[src/rtl/id_imm_sequencer.sv]
`default_nettype none
// ============================================================================
// Module      : id_imm_sequencer
// Description : Decode-stage sequencer for the shared immediate sign-extender.
//               Classifies the opcode of the IF/ID instruction, drives the
//               extender format select, and captures the extended immediate
//               into a single-entry ID/EX register with stall and flush
//               support.  Keeps a saturating count of illegal opcodes.
// Config      : IMM_UTYPE_EN - when defined, LUI/AUIPC decode as U-type with
//               the immediate built internally.  When undefined they are
//               treated as illegal opcodes.
// Ports       : clk, rst_n          clock, asynchronous active-low reset
//               in_valid/in_instr   IF/ID instruction handshake (input side)
//               in_ready            sequencer can accept this cycle
//               imm_sel/imm_in      format select and word to the extender
//               imm_ext             extender result (combinational)
//               flush               squash held and incoming instruction
//               out_valid/out_ready ID/EX handshake (output side)
//               out_instr/out_imm   registered instruction and immediate
//               out_fmt/out_illegal registered format class / illegal flag
//               illegal_cnt         saturating illegal-opcode counter
// Revision    : 1.0 - initial release
// ============================================================================
module id_imm_sequencer #(
  parameter int CNT_W = 8
) (
  input  logic             clk,
  input  logic             rst_n,
  input  logic             in_valid,
  input  logic [31:0]      in_instr,
  output logic             in_ready,
  output logic [1:0]       imm_sel,
  output logic [31:0]      imm_in,
  input  logic [31:0]      imm_ext,
  input  logic             flush,
  output logic             out_valid,
  input  logic             out_ready,
  output logic [31:0]      out_instr,
  output logic [31:0]      out_imm,
  output logic [2:0]       out_fmt,
  output logic             out_illegal,
  output logic [CNT_W-1:0] illegal_cnt
);

  // Opcodes (instr[6:0])
  localparam logic [6:0] c_OP_LOAD  = 7'b0000011;
  localparam logic [6:0] c_OP_IMM   = 7'b0010011;
  localparam logic [6:0] c_OP_JALR  = 7'b1100111;
  localparam logic [6:0] c_OP_STORE = 7'b0100011;
  localparam logic [6:0] c_OP_BR    = 7'b1100011;
  localparam logic [6:0] c_OP_JAL   = 7'b1101111;
  localparam logic [6:0] c_OP_REG   = 7'b0110011;
  localparam logic [6:0] c_OP_LUI   = 7'b0110111;
  localparam logic [6:0] c_OP_AUIPC = 7'b0010111;

  // Format classes reported on out_fmt
  localparam logic [2:0] c_FMT_NONE = 3'd0;
  localparam logic [2:0] c_FMT_I    = 3'd1;
  localparam logic [2:0] c_FMT_S    = 3'd2;
  localparam logic [2:0] c_FMT_B    = 3'd3;
  localparam logic [2:0] c_FMT_J    = 3'd4;
`ifdef IMM_UTYPE_EN
  localparam logic [2:0] c_FMT_U    = 3'd5;
`endif

  // Extender select encodings
  localparam logic [1:0] c_SEL_I = 2'b00;
  localparam logic [1:0] c_SEL_S = 2'b01;
  localparam logic [1:0] c_SEL_B = 2'b10;
  localparam logic [1:0] c_SEL_J = 2'b11;

  localparam logic [CNT_W-1:0] c_CNT_MAX = {CNT_W{1'b1}};

  logic [2:0]  w_fmt;
  logic [1:0]  w_sel;
  logic [31:0] w_imm;
  logic        w_illegal;
  logic        w_xfer_in;
  logic        w_xfer_out;

  // Opcode classification. Select defaults to I so the extender input is
  // always a defined format, even for classes that ignore its result.
  always_comb begin
    w_fmt     = c_FMT_NONE;
    w_sel     = c_SEL_I;
    w_imm     = 32'h0000_0000;
    w_illegal = 1'b0;
    case (in_instr[6:0])
      c_OP_LOAD, c_OP_IMM, c_OP_JALR: begin
        w_fmt = c_FMT_I;
        w_sel = c_SEL_I;
        w_imm = imm_ext;
      end
      c_OP_STORE: begin
        w_fmt = c_FMT_S;
        w_sel = c_SEL_S;
        w_imm = imm_ext;
      end
      c_OP_BR: begin
        w_fmt = c_FMT_B;
        w_sel = c_SEL_B;
        w_imm = imm_ext;
      end
      c_OP_JAL: begin
        w_fmt = c_FMT_J;
        w_sel = c_SEL_J;
        w_imm = imm_ext;
      end
      c_OP_REG: begin
        w_fmt = c_FMT_NONE;
      end
      c_OP_LUI, c_OP_AUIPC: begin
`ifdef IMM_UTYPE_EN
        // U immediate is a plain field placement; the extender is bypassed.
        w_fmt = c_FMT_U;
        w_imm = {in_instr[31:12], 12'h000};
`else
        w_illegal = 1'b1;
`endif
      end
      default: begin
        w_illegal = 1'b1;
      end
    endcase
  end

  assign imm_sel    = w_sel;
  assign imm_in     = in_instr;
  assign in_ready   = !out_valid || out_ready;
  assign w_xfer_in  = in_valid && in_ready && !flush;
  assign w_xfer_out = out_valid && out_ready;

  // ID/EX slice. Flush only clears the valid bit; payload fields keep
  // stale contents and are qualified by out_valid downstream.
  always_ff @(posedge clk or negedge rst_n) begin
    if (!rst_n) begin
      out_valid   <= 1'b0;
      out_instr   <= 32'h0000_0000;
      out_imm     <= 32'h0000_0000;
      out_fmt     <= c_FMT_NONE;
      out_illegal <= 1'b0;
    end else if (flush) begin
      out_valid <= 1'b0;
    end else if (w_xfer_in) begin
      out_valid   <= 1'b1;
      out_instr   <= in_instr;
      out_imm     <= w_imm;
      out_fmt     <= w_fmt;
      out_illegal <= w_illegal;
    end else if (w_xfer_out) begin
      out_valid <= 1'b0;
    end
  end

  // Illegal-opcode counter: only accepted (non-flushed) instructions count.
  always_ff @(posedge clk or negedge rst_n) begin
    if (!rst_n) begin
      illegal_cnt <= '0;
    end else if (w_xfer_in && w_illegal && (illegal_cnt != c_CNT_MAX)) begin
      illegal_cnt <= illegal_cnt + 1'b1;
    end
  end

endmodule
`default_nettype wire

[config.mk]
export PLATFORM = sky130hd
export DESIGN_NAME = id_imm_sequencer
export DESIGN_NICKNAME = d
export VERILOG_FILES = /design/src/rtl/id_imm_sequencer.sv
export SDC_FILE = /design/constraint.sdc
export NUM_CORES = 1
export LEC_CHECK = 0
export ABC_AREA = 1
export ABC_CLOCK_PERIOD_IN_PS = 1300
export CAP_MARGIN = 30
export CORE_UTILIZATION = 30
export CTS_CLUSTER_DIAMETER = 100
export DETAILED_ROUTE_END_ITERATION = 10
export SLEW_MARGIN = 30
export SYNTH_ARGS = -nofsm -noshare
export SYNTH_HDL_FRONTEND = slang
export SYNTH_SLANG_ARGS = --single-unit
[constraint.sdc]
create_clock -name clk -period 1.3 [get_ports clk]
set_input_delay 0.26 -clock clk [delete_from_list [all_inputs] [get_ports clk]]
set_output_delay 0.26 -clock clk [all_outputs]
set_load 0.005 [all_outputs]
# Yosys cells after proc, flatten, opt, wreduce, memory -nomap -nowiden
# Index checks and enable logic that the tools add are counted.
# op_classes
n_addsub,1
n_eq_ne,8
n_mux,7
bitwise,1
reduce_logical,13
# op_table
op,n
$mux W32,1
$eq A7 B7 Y1 const B,3
$eq A7 B6 Y1 const B,2
$pmux W3 S4,1
$add A8 B1 Y8 const B,1
$ne A8 B8 Y1 const B,1
$eq A7 B2 Y1 const B,1
$eq A7 B5 Y1 const B,1
$reduce_or A7 Y1,1
$pmux W2 S3,1
$reduce_or A6 Y1,1
$logic_and A1 B1 Y1,5
$mux W1,4
$reduce_bool A3 Y1,1
$reduce_or A3 Y1,1
$logic_not A1 Y1,2
$reduce_and A2 Y1,1
$logic_or A1 B1 Y1,1
$not A1 Y1,1
# word_totals
regBits,77
input_bits,69
word_cells,36

# Depth between registers and ports, before layout
# Gate-level depths: netlist of run 1.
# depth
word_depth,6
mapped_depth,10

# Worst setup path after synthesis of run 1
# OpenSTA, ideal clock, no wires.
# synth_timing
path_type,register -> register
from,register illegal_cnt[0]
to,register illegal_cnt[2]
arrival_time_ns,1.128
path_slack_ns,0.106
path_stages_with_launch,6
synth_period_minus_slack_ns,1.194
cell_sequence,dfrtp_1 -> ha_1 -> nand4_2 -> nand3_4 -> nand2_1 -> nand2_1
# synth_via
elab_chain_cells,2
# synth_rtl
item,line,rtl
from (decl),42,output logic [CNT_W-1:0] illegal_cnt
from (signal assigned),160,illegal_cnt <= illegal_cnt + 1'b1;
branches (longest 2 deep; another with $add A8 B1 Y8),--,
# Parallel ways; which one is timed is not known.
# A chain may end at the register's enable or synchronous reset.

# Final worst setup path of run 1
# layout_timing
from,register illegal_cnt[0]
to,register illegal_cnt[7]
# The elaborated chain is that of the path after synthesis.

==> metrics.txt, run 1 <==
# TYPE chip_impl_metric gauge
chip_impl_info{name="result_of_the_run",value="finished with violations"} 1
chip_impl_info{name="failed_checks",value="setup timing"} 1
chip_impl_metric{name="place_area",unit="sq mm"} 0.00588
chip_impl_metric{name="cts_htree_levels",unit=""} 3
chip_impl_metric{name="timing.clock.skew",unit="ps"} 5.26
chip_impl_metric{name="initial_core_utilization",unit="%"} 31.2
chip_impl_metric{name="clock_sink_count",unit=""} 77
chip_impl_metric{name="timing.critical_path.required",unit="ps"} 1510
chip_impl_metric{name="synthCells",unit=""} 420
chip_impl_metric{name="die_area",unit="sq mm"} 0.0132
chip_impl_metric{name="finalNetCount",unit=""} 700
chip_impl_metric{name="crit_fanout",unit=""} 8
chip_impl_metric{name="drive_gt1_share",unit="%"} 27.6
chip_impl_metric{name="grt_max_degree",unit=""} 38
chip_impl_metric{name="io_buffer_count",unit=""} 180
chip_impl_metric{name="post-dp-hpwl",unit="microns"} 7710
chip_impl_info{name="holdCritStartpoint",value="in_instr[2]"} 1
chip_impl_info{name="cts_tree",value="done"} 1
chip_impl_metric{name="dieWidth",unit="microns"} 115
chip_impl_metric{name="cts.reportedPaths.clkPinSlew",unit="ps"} 60
chip_impl_metric{name="fin_setup_tns",unit="ps"} -0.409
chip_impl_metric{name="rr_worst_depth",unit=""} 6
chip_impl_metric{name="post_drt_via_cell_ratio",unit=""} 4.32
chip_impl_metric{name="drt_iter0_drc",unit=""} 76
chip_impl_metric{name="netlist_area",unit="sq mm"} 0.00381
chip_impl_metric{name="ctsLongestPathBuffers",unit=""} 2
chip_impl_metric{name="synth-compound-area-share",unit="%"} 1.51
chip_impl_metric{name="vias",unit=""} 3469
chip_impl_metric{name="reg2reg_setup_slack",unit="ps"} -0.4
chip_impl_metric{name="post_synth.cell_area_avg",unit="sq um"} 9.07
chip_impl_metric{name="ys_ff_latch",unit=""} 77
chip_impl_metric{name="portion_of_netlist_area_occupied_by_mux_cells",unit="%"} 0
chip_impl_metric{name="cellLeakagePower",unit="uW"} 0.00339
chip_impl_metric{name="area_growth_syn_to_layout",unit="%"} 67.1
chip_impl_metric{name="antenna_cells_inserted",unit=""} 0
chip_impl_info{name="synth_top_family_by_area",value="simple AND/OR/NAND/NOR gates"} 1
chip_impl_metric{name="ys_seq_area_share",unit="%"} 50.6
chip_impl_info{name="reg2reg_from",value="illegal_cnt[0]$_DFFE_PN0P_"} 1
chip_impl_metric{name="fin_area",unit="sq mm"} 0.00637
chip_impl_metric{name="synth_warnings",unit=""} 0
chip_impl_info{name="cts-root-buf",value="clkbuf_16"} 1
chip_impl_metric{name="min_period",unit="ps"} 1300
chip_impl_metric{name="clock_insertion_delay_worst_skew",unit="ps"} 320
chip_impl_metric{name="first_global_vias",unit=""} 3594
chip_impl_metric{name="top_level_ports",unit=""} 181
chip_impl_info{name="worst_hold_path_type",value="in2reg"} 1
chip_impl_metric{name="detail_route.drc_violations",unit=""} 0
chip_impl_metric{name="vdd_ir_drop_max",unit="mV"} 0.565
chip_impl_metric{name="first_pass_grt_wire_length",unit="microns"} 17600
chip_impl_metric{name="power.density",unit="mW/mm^2"} 1100
chip_impl_metric{name="utilization_of_the_core_after_routing",unit="%"} 52.2
chip_impl_metric{name="yosys.area_share.simple",unit="%"} 35.7
chip_impl_metric{name="wl_per_cell",unit="microns"} 13.7
chip_impl_metric{name="finalSetupViolations",unit=""} 1
chip_impl_metric{name="numCtsBuffers",unit=""} 9
chip_impl_metric{name="grt_overflow",unit=""} 0
chip_impl_metric{name="yosys.area_share.xor_xnor",unit="%"} 0.689
chip_impl_info{name="critPathLaunchType",value="register"} 1
chip_impl_info{name="grt_setup_unrepaired",value="true"} 1
chip_impl_metric{name="vertical_extent_of_the_die",unit="microns"} 115
chip_impl_metric{name="cell_depth_of_the_worst_hold_path",unit=""} 3
chip_impl_metric{name="worst-slew-pin-transition",unit="ps"} 274
chip_impl_metric{name="grt_antenna_before_repair",unit=""} 0
chip_impl_metric{name="rows",unit=""} 40
chip_impl_metric{name="final.setup.worst_slack",unit="ps"} -0.409
chip_impl_metric{name="hold_viol_final",unit=""} 0
chip_impl_info{name="crit_path_end_kind",value="register"} 1
chip_impl_metric{name="synth_fp_nets",unit=""} 490
chip_impl_metric{name="design.core.area",unit="sq mm"} 0.0122
chip_impl_metric{name="place.gp.congestion",unit=""} 0.764
chip_impl_info{name="holdPathEnd",value="out_instr[2]$_DFFE_PN0P_"} 1
chip_impl_metric{name="groute.usage.overall",unit="%"} 17.1
chip_impl_metric{name="synth_fa_ha_area_share",unit="%"} 0.328
chip_impl_metric{name="synth.lib_cells_used.distinct",unit=""} 29
chip_impl_info{name="regToRegEndpoint",value="illegal_cnt[7]$_DFFE_PN0P_"} 1
chip_impl_metric{name="first_pass_iters",unit=""} 4
chip_impl_metric{name="ant_nets",unit=""} 0
chip_impl_metric{name="timing.final.crit_share",unit="%"} 100
chip_impl_metric{name="wirelength",unit="microns"} 11000
chip_impl_metric{name="cp.arrival",unit="ps"} 1510
chip_impl_metric{name="relSlewSlack",unit="%"} 81.8
chip_impl_metric{name="slew_viol_final",unit=""} 0
chip_impl_metric{name="max_capacitance_violation_count",unit=""} 0
chip_impl_info{name="path_class",value="reg2reg"} 1
chip_impl_metric{name="fmax",unit="MHz"} 769
[cell type report]
cell class	instances	area (sq um)
repair buffers	248	2300
flip-flops and latches	77	1930
fillers	1199	5840
clock buffers	10	239
inverters	13	51.3
clock inverters	6	62.6
well taps	168	210
multi-input cells	281	1570
[critical path, cell delays in order, from the launching register on]
cell	delay, ps
dfrtp_1	400
buf_6	130
ha_4	170
nand4_4	160
nand3_4	170
nand2_2	120
nand2_2	40
[stage by stage]
stage               hold slack [ps]  cells  total power (uW)  worst slack [ps]
global route                    279    803              7400             -84.3
global placement                162    768              4430              -732
floorplan                     -35.6    420              3360               106
detailed placement              164    768              4450              -725
CTS                             340    798              6940             0.948
finish                          262    803              6980            -0.409
[cells by family (layout without fill, tap and decap cells)]
group                      after synthesis  count (layout)
and+or+nand+nor                        266             266
DFF                                     77              77
AOI/OAI and AO/OA                       11              11
adders and majority gates                1               1
xor gates and xnor gates                 3               3
buffers and inverters                   62             277
[Yosys cell counts (all sizes together)]
master | number | share of area [%]
o21bai | 1 | 0.20
a21oi | 1 | 0.13
ha | 1 | 0.33
nor2 | 16 | 3.2
clkbuf | 4 | 0.39
nand2 | 202 | 21
nand3b | 1 | 0.20
nand4 | 9 | 1.6
buf | 45 | 9.6
dfrtp | 77 | 51
o21ai | 9 | 1.2
xor2 | 1 | 0.23
clkinv | 1 | 0.098
inv | 12 | 1.2
xnor2 | 2 | 0.46
nand3 | 38 | 9.4
[metal layers]
metal  GRT usage [%]  up-vias  wire length (microns)
met5               0        -                      0
met3            3.86       10                    616
li1                -     1721                      -
met2            29.4      120                   5410
met4            5.71        0                    136
met1            21.3     1618                   4810
[worst max path at each step]
stage / from / end / slack (ps) / cells after the start
final: illegal_cnt[0]$_DFFE_PN0P_ / illegal_cnt[7]$_DFFE_PN0P_ / -0.4 / 6
after global routing: illegal_cnt[2]$_DFFE_PN0P_ / illegal_cnt[7]$_DFFE_PN0P_ / -80 / 7
after CTS: in_instr[21] / imm_in[21] / 0.9 / 2
after detailed placement: in_instr[2] / imm_sel[0] / -730 / 6
after global placement: in_instr[2] / imm_sel[0] / -730 / 5
after floorplan: illegal_cnt[0]$_DFFE_PN0P_ / illegal_cnt[2]$_DFFE_PN0P_ / 110 / 5
[flip-flops by register name (all words and copies together), names as in the netlist]
signal and count:
out_valid 1, illegal_cnt 8, out_fmt 3, out_imm 32
out_instr 32, out_illegal 1
[power by group]
part | internal (uW) | total [uW] | switching (uW)
clock network | 1530 | 2530 | 994
registers | 2640 | 2770 | 136
logic | 935 | 1680 | 746
total | 5100 | 6980 | 1880
[placed cells by master (no fill, tap or decap), types with 7 or more instances in the layout]
cell | synthesis | layout
buf_6 | 1 | 9
nand3_2 | 31 | 34
nor2_4 | 3 | 7
nand2_4 | 3 | 7
buf_4 | 35 | 53
clkbuf_16 | 0 | 11
nand2_2 | 5 | 13
o21ai_0 | 9 | 8
clkdlybuf4s50_1 | 0 | 62
dfrtp_1 | 77 | 74
clkdlybuf4s15_1 | 0 | 8
dlygate4sd2_1 | 0 | 98
nand2_1 | 193 | 181
nand4_1 | 8 | 8
[timing repair]
item	in CTS	in global routing
gates cloned	0	2
hold buffers	1	0
pin swaps	6	13
endpoints found under the hold margin	17	0
gates resized for setup	161	39
setup endpoints to repair	156	60
setup buffers	13	3
Note: power is estimated with default switching activity, not from simulation.
==> run 2: changes to the inputs <==
Settings changed: CORE_UTILIZATION 30 to 41, PLACE_DENSITY from default to 0.8.
==> run 2 against run 1 <==
Compared with the run above:
- the run ends with DRC, setup timing left
- global-route usage rose by 7.4 points
- combinational power rose by 13%
- worst setup slack got worse by 93 ps
- die area fell by 26%
- fmax fell by 6.7%
- sequential power barely moved
- first-iteration DRC count rose by 91%
- highest routed layer unchanged
==> metrics.txt, run 2 (synthesis results as in run 1) <==
# TYPE chip_impl_metric gauge
chip_impl_metric{name="vias",unit=""} 3850
chip_impl_info{name="failed_checks",value="DRC, setup timing"} 1
chip_impl_metric{name="first_pass_grt_wire_length",unit="microns"} 18700
chip_impl_metric{name="holdWs",unit="ps"} 216
chip_impl_info{name="most_frequent_standard_cell_in_the_layout_excluding_fill_and_tap_cells",value="nand2_1"} 1
chip_impl_info{name="cts-root-buf",value="clkbuf_8"} 1
chip_impl_metric{name="design.core.area",unit="sq mm"} 0.00885
chip_impl_metric{name="crit_fanout",unit=""} 7
chip_impl_metric{name="cp.arrival",unit="ps"} 1610
chip_impl_metric{name="hold_viol_final",unit=""} 0
chip_impl_metric{name="top_level_ports",unit=""} 181
chip_impl_metric{name="drt_iter0_drc",unit=""} 145
chip_impl_info{name="result_of_the_run",value="finished with violations"} 1
chip_impl_info{name="worst_hold_path_type",value="in2reg"} 1
chip_impl_info{name="biggestRegsByFlops",value="out_imm: 32 flops, out_instr: 32 flops, illegal_cnt: 8 flops"} 1
chip_impl_metric{name="final.setup.worst_slack",unit="ps"} -93.2
chip_impl_metric{name="ctsLongestPathBuffers",unit=""} 2
chip_impl_metric{name="grt_max_degree",unit=""} 78
chip_impl_metric{name="slew_viol_final",unit=""} 0
chip_impl_metric{name="post_drt_via_cell_ratio",unit=""} 4.94
chip_impl_metric{name="area_growth_syn_to_layout",unit="%"} 82.0
chip_impl_info{name="cpMostUsedCell",value="buf_6"} 1
chip_impl_metric{name="cts_htree_levels",unit=""} 3
chip_impl_metric{name="groute.usage.overall",unit="%"} 24.6
chip_impl_info{name="layout.cells.most_common_list",value="nand2_1, buf_4, dfrtp_1, dlygate4sd2_1, clkdlybuf4s50_1"} 1
chip_impl_metric{name="first_pass_iters",unit=""} 8
chip_impl_metric{name="grt_overflow",unit=""} 0
chip_impl_metric{name="finalPower",unit="uW"} 6850
chip_impl_metric{name="place_area",unit="sq mm"} 0.00569
chip_impl_metric{name="numCtsBuffers",unit=""} 9
chip_impl_metric{name="power.density",unit="mW/mm^2"} 987
chip_impl_metric{name="cellLeakagePower",unit="uW"} 0.00365
chip_impl_metric{name="initial_core_utilization",unit="%"} 43.1
chip_impl_metric{name="die_area",unit="sq mm"} 0.00969
chip_impl_metric{name="placed_cells_incl_taps",unit=""} 696
chip_impl_info{name="critPathLaunchType",value="register"} 1
chip_impl_metric{name="worst-slew-pin-transition",unit="ps"} 418
chip_impl_metric{name="fin_area",unit="sq mm"} 0.00694
chip_impl_metric{name="timing.critical_path.required",unit="ps"} 1510
chip_impl_metric{name="detail_route.drc_violations",unit=""} 15
chip_impl_metric{name="grt_antenna_before_repair",unit=""} 0
chip_impl_metric{name="post-dp-hpwl",unit="microns"} 7370
chip_impl_metric{name="fmax",unit="MHz"} 718
chip_impl_metric{name="utilization_of_the_core_after_routing",unit="%"} 78.4
chip_impl_metric{name="timing.final.crit_share",unit="%"} 107
chip_impl_metric{name="relSlewSlack",unit="%"} 72.2
chip_impl_metric{name="cts.reportedPaths.clkPinSlew",unit="ps"} 80
chip_impl_metric{name="vertical_extent_of_the_die",unit="microns"} 98.4
chip_impl_metric{name="place.gp.congestion",unit=""} 0.769
chip_impl_metric{name="ant_nets",unit=""} 0
chip_impl_metric{name="min_period",unit="ps"} 1390
chip_impl_info{name="timing.critical_path.slowest_stage_cell",value="dfrtp_1"} 1
chip_impl_info{name="cts_tree",value="done"} 1
chip_impl_info{name="grt_setup_unrepaired",value="true"} 1
chip_impl_metric{name="dieWidth",unit="microns"} 98.4
chip_impl_metric{name="io_buffer_count",unit=""} 180
chip_impl_metric{name="antenna_cells_inserted",unit=""} 0
chip_impl_metric{name="clock_insertion_delay_worst_skew",unit="ps"} 340
chip_impl_metric{name="wirelength",unit="microns"} 13300
chip_impl_metric{name="vdd_ir_drop_max",unit="mV"} 0.753
chip_impl_metric{name="finalNetCount",unit=""} 736
chip_impl_info{name="path_class",value="reg2reg"} 1
chip_impl_metric{name="finalSetupViolations",unit=""} 44
chip_impl_metric{name="drive_gt1_share",unit="%"} 38.5
chip_impl_info{name="critical_path_cell_by_cell",value="buf_6, nand2_4, buf_6, nand2_8, buf_12, clkbuf_16, nand2_2, nand2_1"} 1
chip_impl_metric{name="max_capacitance_violation_count",unit=""} 0
chip_impl_metric{name="first_global_vias",unit=""} 3786
chip_impl_metric{name="wl_per_cell",unit="microns"} 17.1
chip_impl_info{name="crit_path_end_kind",value="register"} 1
chip_impl_metric{name="timing.clock.skew",unit="ps"} 9.64
chip_impl_metric{name="layoutNonFillerInstCount",unit=""} 779
chip_impl_metric{name="clock_sink_count",unit=""} 77
chip_impl_metric{name="rows",unit=""} 34
chip_impl_metric{name="max_stage_delay",unit="ps"} 400
-- run 2: repair_timing --
action,CTS,global route
hold buffers,1,0
setup buffers,35,19
setup endpoints to repair,169,109
gates cloned,5,8
gates resized for setup,174,133
pin swaps,18,38
hold endpoints to repair,77,0
-- run 2: metrics by stage --
| stage | TNS, ps | setup WS, ps |
|---|---|---|
| floorplan | 0 | 106 |
| detailed placement | -43640 | -690 |
| CTS | -263 | -27.4 |
| global placement | -41210 | -707 |
| finish | -1680 | -93.2 |
| global route | -5420 | -138 |
-- run 2: final timing paths --
check                           slack (ps)  cells after the start                     start                    endpoint
worst min register to register         480                      2  out_instr[7]$_DFFE_PN0P_    out_instr[7]$_DFFE_PN0P_
worst max-delay path                   -90                      8     out_valid$_DFFE_PN0P_      out_imm[0]$_DFFE_PN0P_
min in group asynchronous              480                      3                     rst_n     out_imm[12]$_DFFE_PN0P_
worst min-delay path                   220                      3              in_instr[21]   out_instr[21]$_DFFE_PN0P_
worst max register to register         -90                      8     out_valid$_DFFE_PN0P_      out_imm[0]$_DFFE_PN0P_
max in group asynchronous              460                      3                     rst_n  illegal_cnt[3]$_DFFE_PN0P_
-- run 2: cell type report --
cell class | count | area (sq um)
Clock buffer | 10 | 128
Inverter | 13 | 63.8
Fill cell | 565 | 1910
Timing Repair Buffer | 281 | 2740
Multi-Input combinational cell | 284 | 1840
Sequential cell | 77 | 1930
Clock inverter | 6 | 111
Tap cell | 108 | 135
-- run 2: metal layers --
metal  part of all wire (%)  wire, microns  vias up  GRT usage (%)
li1                       -              -     1791              -
met1                     39           5210     1904           29.8
met4                    1.9            255        0           5.63
met2                     54           7160      139           45.0
met3                    5.4            718       16           4.82
met5                      0              0        -              0
-- run 2: where the power goes --
group          switching [uW]  total (uW)  internal (uW)
Combinational             839        1900           1060
Sequential                151        2780           2630
Clock                     888        2170           1280
Total                    1880        6850           4970
-- run 2: worst max-delay path, delay by kind of cell (launching register included) --
family	cells	cell delay, ps
simple gates	4	280
flops	1	400
buf+inv	4	590
==> run 3: changes to the inputs <==
Settings changed: GPL_ROUTABILITY_DRIVEN from default to 0.
==> results of run 3 <==
The final DEF is identical to that of run 2; final timing and power are the same.
